`src/rtl/serial_adder_pkg.sv`:
```
// rtl/serial_adder_pkg.sv - shared state encoding and width limits for serial_adder
//
// Purpose: holds the FSM state type and the legal WIDTH range used by the
// serial_adder top. Imported with "import serial_adder_pkg::*;".
// Ports: none (package).

package serial_adder_pkg;

  typedef enum logic {
    IDLE = 1'b0,
    RUN  = 1'b1
  } state_t;

  localparam int unsigned WIDTH_MIN = 2;
  localparam int unsigned WIDTH_MAX = 32;

endpackage

```
`src/rtl/full_adder_top.sv`:
```
// rtl/full_adder_top.sv - single-bit full adder built from two half adders
//
// Purpose: combinational bit slice in_1+in_2+cin.
// Ports:
//   in_1, in_2 : operand bits
//   cin        : carry in
//   sum        : sum bit
//   count      : carry out (the high bit of the 2-bit population count)

module full_adder_top (
  input  logic in_1,
  input  logic in_2,
  input  logic cin,
  output logic sum,
  output logic count
);

  logic ha0_sum;
  logic ha0_carry;
  logic ha1_carry;

  half_adder u_ha0 (
    .a     (in_1),
    .b     (in_2),
    .sum   (ha0_sum),
    .carry (ha0_carry)
  );

  half_adder u_ha1 (
    .a     (ha0_sum),
    .b     (cin),
    .sum   (sum),
    .carry (ha1_carry)
  );

  // The two half-adder carries can never both be set, so OR is exact.
  assign count = ha0_carry | ha1_carry;

endmodule

```
`src/rtl/half_adder.sv`:
```
// rtl/half_adder.sv - single-bit half adder
//
// Purpose: combinational a+b producing sum and carry.
// Ports:
//   a, b   : input bits
//   sum    : a xor b
//   carry  : a and b

module half_adder (
  input  logic a,
  input  logic b,
  output logic sum,
  output logic carry
);

  assign sum   = a ^ b;
  assign carry = a & b;

endmodule

```
`src/rtl/serial_adder.sv`:
```
// rtl/serial_adder.sv - bit-serial WIDTH-bit adder around one full adder cell
//
// Purpose: accepts two operands and a carry-in on start, adds one bit per
// clock LSB first through a single full_adder_top, then publishes the
// registered sum/cout with a one-cycle done pulse.
// Ports:
//   sys_clk : system clock, rising edge
//   sys_rst : asynchronous active-high reset
//   start   : request, sampled only while idle
//   in_a    : operand A, captured on acceptance
//   in_b    : operand B, captured on acceptance
//   cin     : carry-in, captured on acceptance
//   busy    : high while an addition is in progress
//   done    : one-cycle pulse when sum/cout update
//   sum     : registered result, held until next completion
//   cout    : registered carry-out, held until next completion

module serial_adder
  import serial_adder_pkg::*;
#(
  parameter int unsigned WIDTH = 8
) (
  input  logic             sys_clk,
  input  logic             sys_rst,
  input  logic             start,
  input  logic [WIDTH-1:0] in_a,
  input  logic [WIDTH-1:0] in_b,
  input  logic             cin,
  output logic             busy,
  output logic             done,
  output logic [WIDTH-1:0] sum,
  output logic             cout
);

  localparam int unsigned CW = $clog2(WIDTH);
  localparam logic [CW-1:0] LAST_CNT = CW'(WIDTH - 1);

  if (WIDTH < WIDTH_MIN || WIDTH > WIDTH_MAX) begin : g_bad_width
    $error("serial_adder: WIDTH outside legal range");
  end

  state_t           state;
  state_t           state_next;
  logic [WIDTH-1:0] a_sh;
  logic [WIDTH-1:0] b_sh;
  logic [WIDTH-1:0] sum_sh;
  logic             carry;
  logic [CW-1:0]    cnt;

  logic             load;
  logic             last_bit;
  logic             fa_sum;
  logic             fa_count;
  logic [WIDTH-1:0] sum_sh_next;

  full_adder_top u_fa (
    .in_1  (a_sh[0]),
    .in_2  (b_sh[0]),
    .cin   (carry),
    .sum   (fa_sum),
    .count (fa_count)
  );

  // New sum bit enters at the MSB so that after WIDTH shifts bit 0 sits at LSB.
  assign sum_sh_next = {fa_sum, sum_sh[WIDTH-1:1]};

  always_comb begin
    state_next = state;
    busy       = 1'b0;
    load       = 1'b0;
    last_bit   = 1'b0;
    case (state)
      IDLE: begin
        if (start) begin
          load       = 1'b1;
          state_next = RUN;
        end
      end
      RUN: begin
        busy = 1'b1;
        if (cnt == LAST_CNT) begin
          last_bit   = 1'b1;
          state_next = IDLE;
        end
      end
      default: state_next = IDLE;
    endcase
  end

  always_ff @(posedge sys_clk or posedge sys_rst) begin
    if (sys_rst) begin
      state  <= IDLE;
      a_sh   <= '0;
      b_sh   <= '0;
      sum_sh <= '0;
      carry  <= 1'b0;
      cnt    <= '0;
      sum    <= '0;
      cout   <= 1'b0;
      done   <= 1'b0;
    end else begin
      state <= state_next;
      done  <= 1'b0;
      if (load) begin
        a_sh   <= in_a;
        b_sh   <= in_b;
        carry  <= cin;
        cnt    <= '0;
        sum_sh <= '0;
      end else if (busy) begin
        a_sh   <= a_sh >> 1;
        b_sh   <= b_sh >> 1;
        sum_sh <= sum_sh_next;
        carry  <= fa_count;
        cnt    <= cnt + 1'b1;
        if (last_bit) begin
          sum  <= sum_sh_next;
          cout <= fa_count;
          done <= 1'b1;
        end
      end
    end
  end

endmodule
```
`config.mk`:
```
export PLATFORM = sky130hd
export DESIGN_NAME = serial_adder
export DESIGN_NICKNAME = d
export VERILOG_FILES = /design/src/rtl/serial_adder_pkg.sv /design/src/rtl/full_adder_top.sv /design/src/rtl/half_adder.sv /design/src/rtl/serial_adder.sv
export SDC_FILE = /design/constraint.sdc
export NUM_CORES = 1
export LEC_CHECK = 0
export BUFFER_PORTS_ARGS = -buffer_cell sky130_fd_sc_hd__buf_2
export CORE_MARGIN = 2
export CORE_UTILIZATION = 54
export CTS_CLUSTER_DIAMETER = 120
export CTS_CLUSTER_SIZE = 8
export DETAILED_ROUTE_END_ITERATION = 10
export PLACE_DENSITY = 0.78
export SYNTH_ARGS = -nofsm -noshare
export SYNTH_HDL_FRONTEND = slang
export SYNTH_SLANG_ARGS = --single-unit
export TNS_END_PERCENT = 1
```
`constraint.sdc`:
```
create_clock -name sys_clk -period 2 [get_ports sys_clk]
set_input_delay 0.3 -clock sys_clk [delete_from_list [all_inputs] [get_ports sys_clk]]
set_output_delay 0.3 -clock sys_clk [all_outputs]
set_load 0.01 [all_outputs]
```
==> impl_metrics.py <==
metrics = {
    "placed_design": {
        "gp_congestion": 0.721,
        "hpwl_um": 1860,
        "dp.cells": 197,
        "port_buffers": 30,
        "dp_slack_ns": 0.549,
    },
    "finish": {
        "regArea_um2": 951,
        "nFillCells": 254,
        "fin_util_pct": 61.3,
        "final_cell_mix": "38 x dfrtp_1, 30 x buf_2, 23 x nand2_1, 18 x mux2i_1, 14 x o21ai_1",
        "diodes": 0,
        "final_common_cell": "dfrtp_1",
        "layout.cells.non_filler": 204,
        "multi_input_area_um2": 621,
        "area_growth_pct": 10.5,
        "drive_gt1_share_pct": 28.7,
        "nNetsFinal": 194,
    },
    "grt": {
        "overflow": 0,
        "first_global_vias": 1070,
        "antenna_found_initial": 0,
        "grt_max_degree": 39,
        "grt_pass1_wl_um": 4570,
        "grt_usage_pct": 17.9,
    },
    "min_path": {
        "min_path_type": "input port to async pin",
    },
    "synth": {
        "yosysSeqAreaShare_pct": 57.1,
        "synth_warnings": 0,
        "syn_area_mm2": 0.00167,
        "synth_cell_type_count": 17,
        "synth_seq_cells": 38,
        "syn_avg_cell_area_um2": 11.9,
        "syn_inst": 140,
        "syn-num-nets": 163,
    },
    "routing": {
        "drc_errors": 0,
        "drt.antenna.violating_nets": 0,
        "wl_per_cell_um": 12.6,
        "dr.pass1.iters": 4,
        "num_vias": 1059,
        "drt_iter0_markers": 24,
        "wirelength_um": 2580,
        "vias_per_cell": 5.19,
    },
    "floorplanning": {
        "design.die.area_mm2": 0.00355,
        "initial_core_util_pct": 55.5,
        "die-width_um": 59.6,
        "ios": 31,
        "rows": 20,
        "die_h_um": 59.6,
        "core-area_mm2": 0.00300,
    },
    "worst_setup_path": {
        "worstRegToRegCells": 3,
        "path_class": "flip-flop to output pin",
        "path_max_fanout": 20,
        "r2r_slack_ns": 0.55,
        "crit_path_cell_trace": "buf_2",
        "cp_slowest_cell": "dfrtp_1",
        "cpPeakStageDelay_ns": 0.70,
        "cp_top_family": "flip-flops",
        "path_buf_inv": 1,
        "worst_setup_path_start_kind": "flip-flop",
        "r2r-end": "cnt[1]$_DFFE_PP0P_",
        "regToRegStartpoint": "state$_DFF_PP0_",
        "cp.required_ns": 1.70,
        "worstPathArrival_ns": 1.26,
        "endpoint_kind": "output pin",
    },
    "sta": {
        "grt_setup_unrepaired": "false",
        "holdWs_ns": 0.0460,
        "fin_setup_tns_ns": 0,
        "finalCriticalPeriod_ns": 1.56,
        "worst-slew-pin-transition_ns": 0.545,
        "hold_viol": 0,
        "clock_skew_ns": 0.00469,
        "setup_violations": 0,
        "fin_crit_sh_pct": 78.1,
        "slew_violations": 0,
        "worst_slack_ns": 0.437,
        "fmax_mhz": 640,
        "max_slew_margin_pct": 63.7,
    },
    "clock_network": {
        "clock_latency_ns": 0.33,
        "cts_hold_buf": 0,
        "cts_buffers": 5,
        "post-cts-setup-buffers": 0,
        "cts_tree": "yes",
        "cts_resized": 0,
        "h-tree-depth": 2,
        "clock_sinks": 38,
        "root_buffer": "clkbuf_4",
        "clk_pin_slew_ns": 0.10,
        "cts_buffer_depth": 2,
    },
    "pwr": {
        "cellLeakagePower_nw": 0.953,
        "power.density_mw_per_mm2": 1350,
        "peakVddDrop_uv": 592,
    },
    "run": {
        "drv_cap": 0,
    },
    "outcome": {
        "run_status": "completed",
    },
}
## worst max-delay path by stage
stage | startpoint | slack (ns) | endpoint | cells past startpoint
3_3_place_gp | cnt[0]$_DFFE_PP0P_ | 0.61 | sum[6]$_DFFE_PP0P_ | 4
4_1_cts | state$_DFF_PP0_ | 0.41 | busy | 1
5_1_grt | state$_DFF_PP0_ | 0.30 | busy | 1
6_report | state$_DFF_PP0_ | 0.44 | busy | 1
2_1_floorplan | cnt[0]$_DFFE_PP0P_ | 0.65 | cout$_DFFE_PP0P_ | 4
3_5_place_dp | state$_DFF_PP0_ | 0.55 | cnt[1]$_DFFE_PP0P_ | 3
## layer usage
metal,global-route usage (%),up-vias,wire length (um)
met3,6.55,4,125
met4,8.89,0,32
li1,-,526,-
met2,26.1,25,1270
met1,23.5,504,1150
met5,0,-,0
## worst register-to-register path: cells and delay by family, from the launching register on
kind	cells	cell delay [ns]
flops	1	0.70
buf+inv	1	0.41
simple gates	1	0.15
compound gates	1	0.07
## stage by stage
stage | area, um2 | power [W]
3_5_place_dp | 1800 | 0.00218
2_1_floorplan | 1670 | 0.00198
5_1_grt | 1840 | 0.00273
6_report | 1840 | 0.00249
4_1_cts | 1840 | 0.00254
3_3_place_gp | 1800 | 0.00211
## cell families after synthesis
logic type,count (synthesis),synth area share [%]
DFF,38,57.1
and+or+nand+nor,35,9.53
muxes,28,17.6
AOI/OAI and AO/OA,24,7.43
buffers and inverters,12,5.71
adders and majority gates,3,2.70
## report_power, final
part	internal (W)	switching (W)	leakage, nW
Sequential	0.00108	0.000218	0.494
Clock	0.000133	0.000221	0.0254
Combinational	0.000418	0.000423	0.434
## synthesized netlist by cell type (all sizes together)
master  count  share of area [%]
dfrtp      38                 57
nand2      24                5.9
o21ai      23                6.9
mux2i      18                 11
mux2       10                6.8
buf         8                4.8
nand2b      8                3.0
inv         3               0.68
nor2        3               0.68
ha          2                1.5
a22o        1               0.53
clkbuf      1               0.23
fa          1                1.2
## layout make-up
type	count	area share (%)
well taps	33	2.24
flip-flops and latches	38	51.6
repair buffers	33	9.38
clock buffers	7	2.45
inverters	3	0.611
multi-input cells	90	33.7
## registers in the layout (all words and copies together) (netlist names)
| signal | count |
|---|---|
| b_sh | 8 |
| done | 1 |
| carry | 1 |
| sum | 8 |
| state | 1 |
| sum_sh | 7 |
| cnt | 3 |
| cout | 1 |
| a_sh | 8 |
No activity file was read; power rests on OpenSTA's default activity.
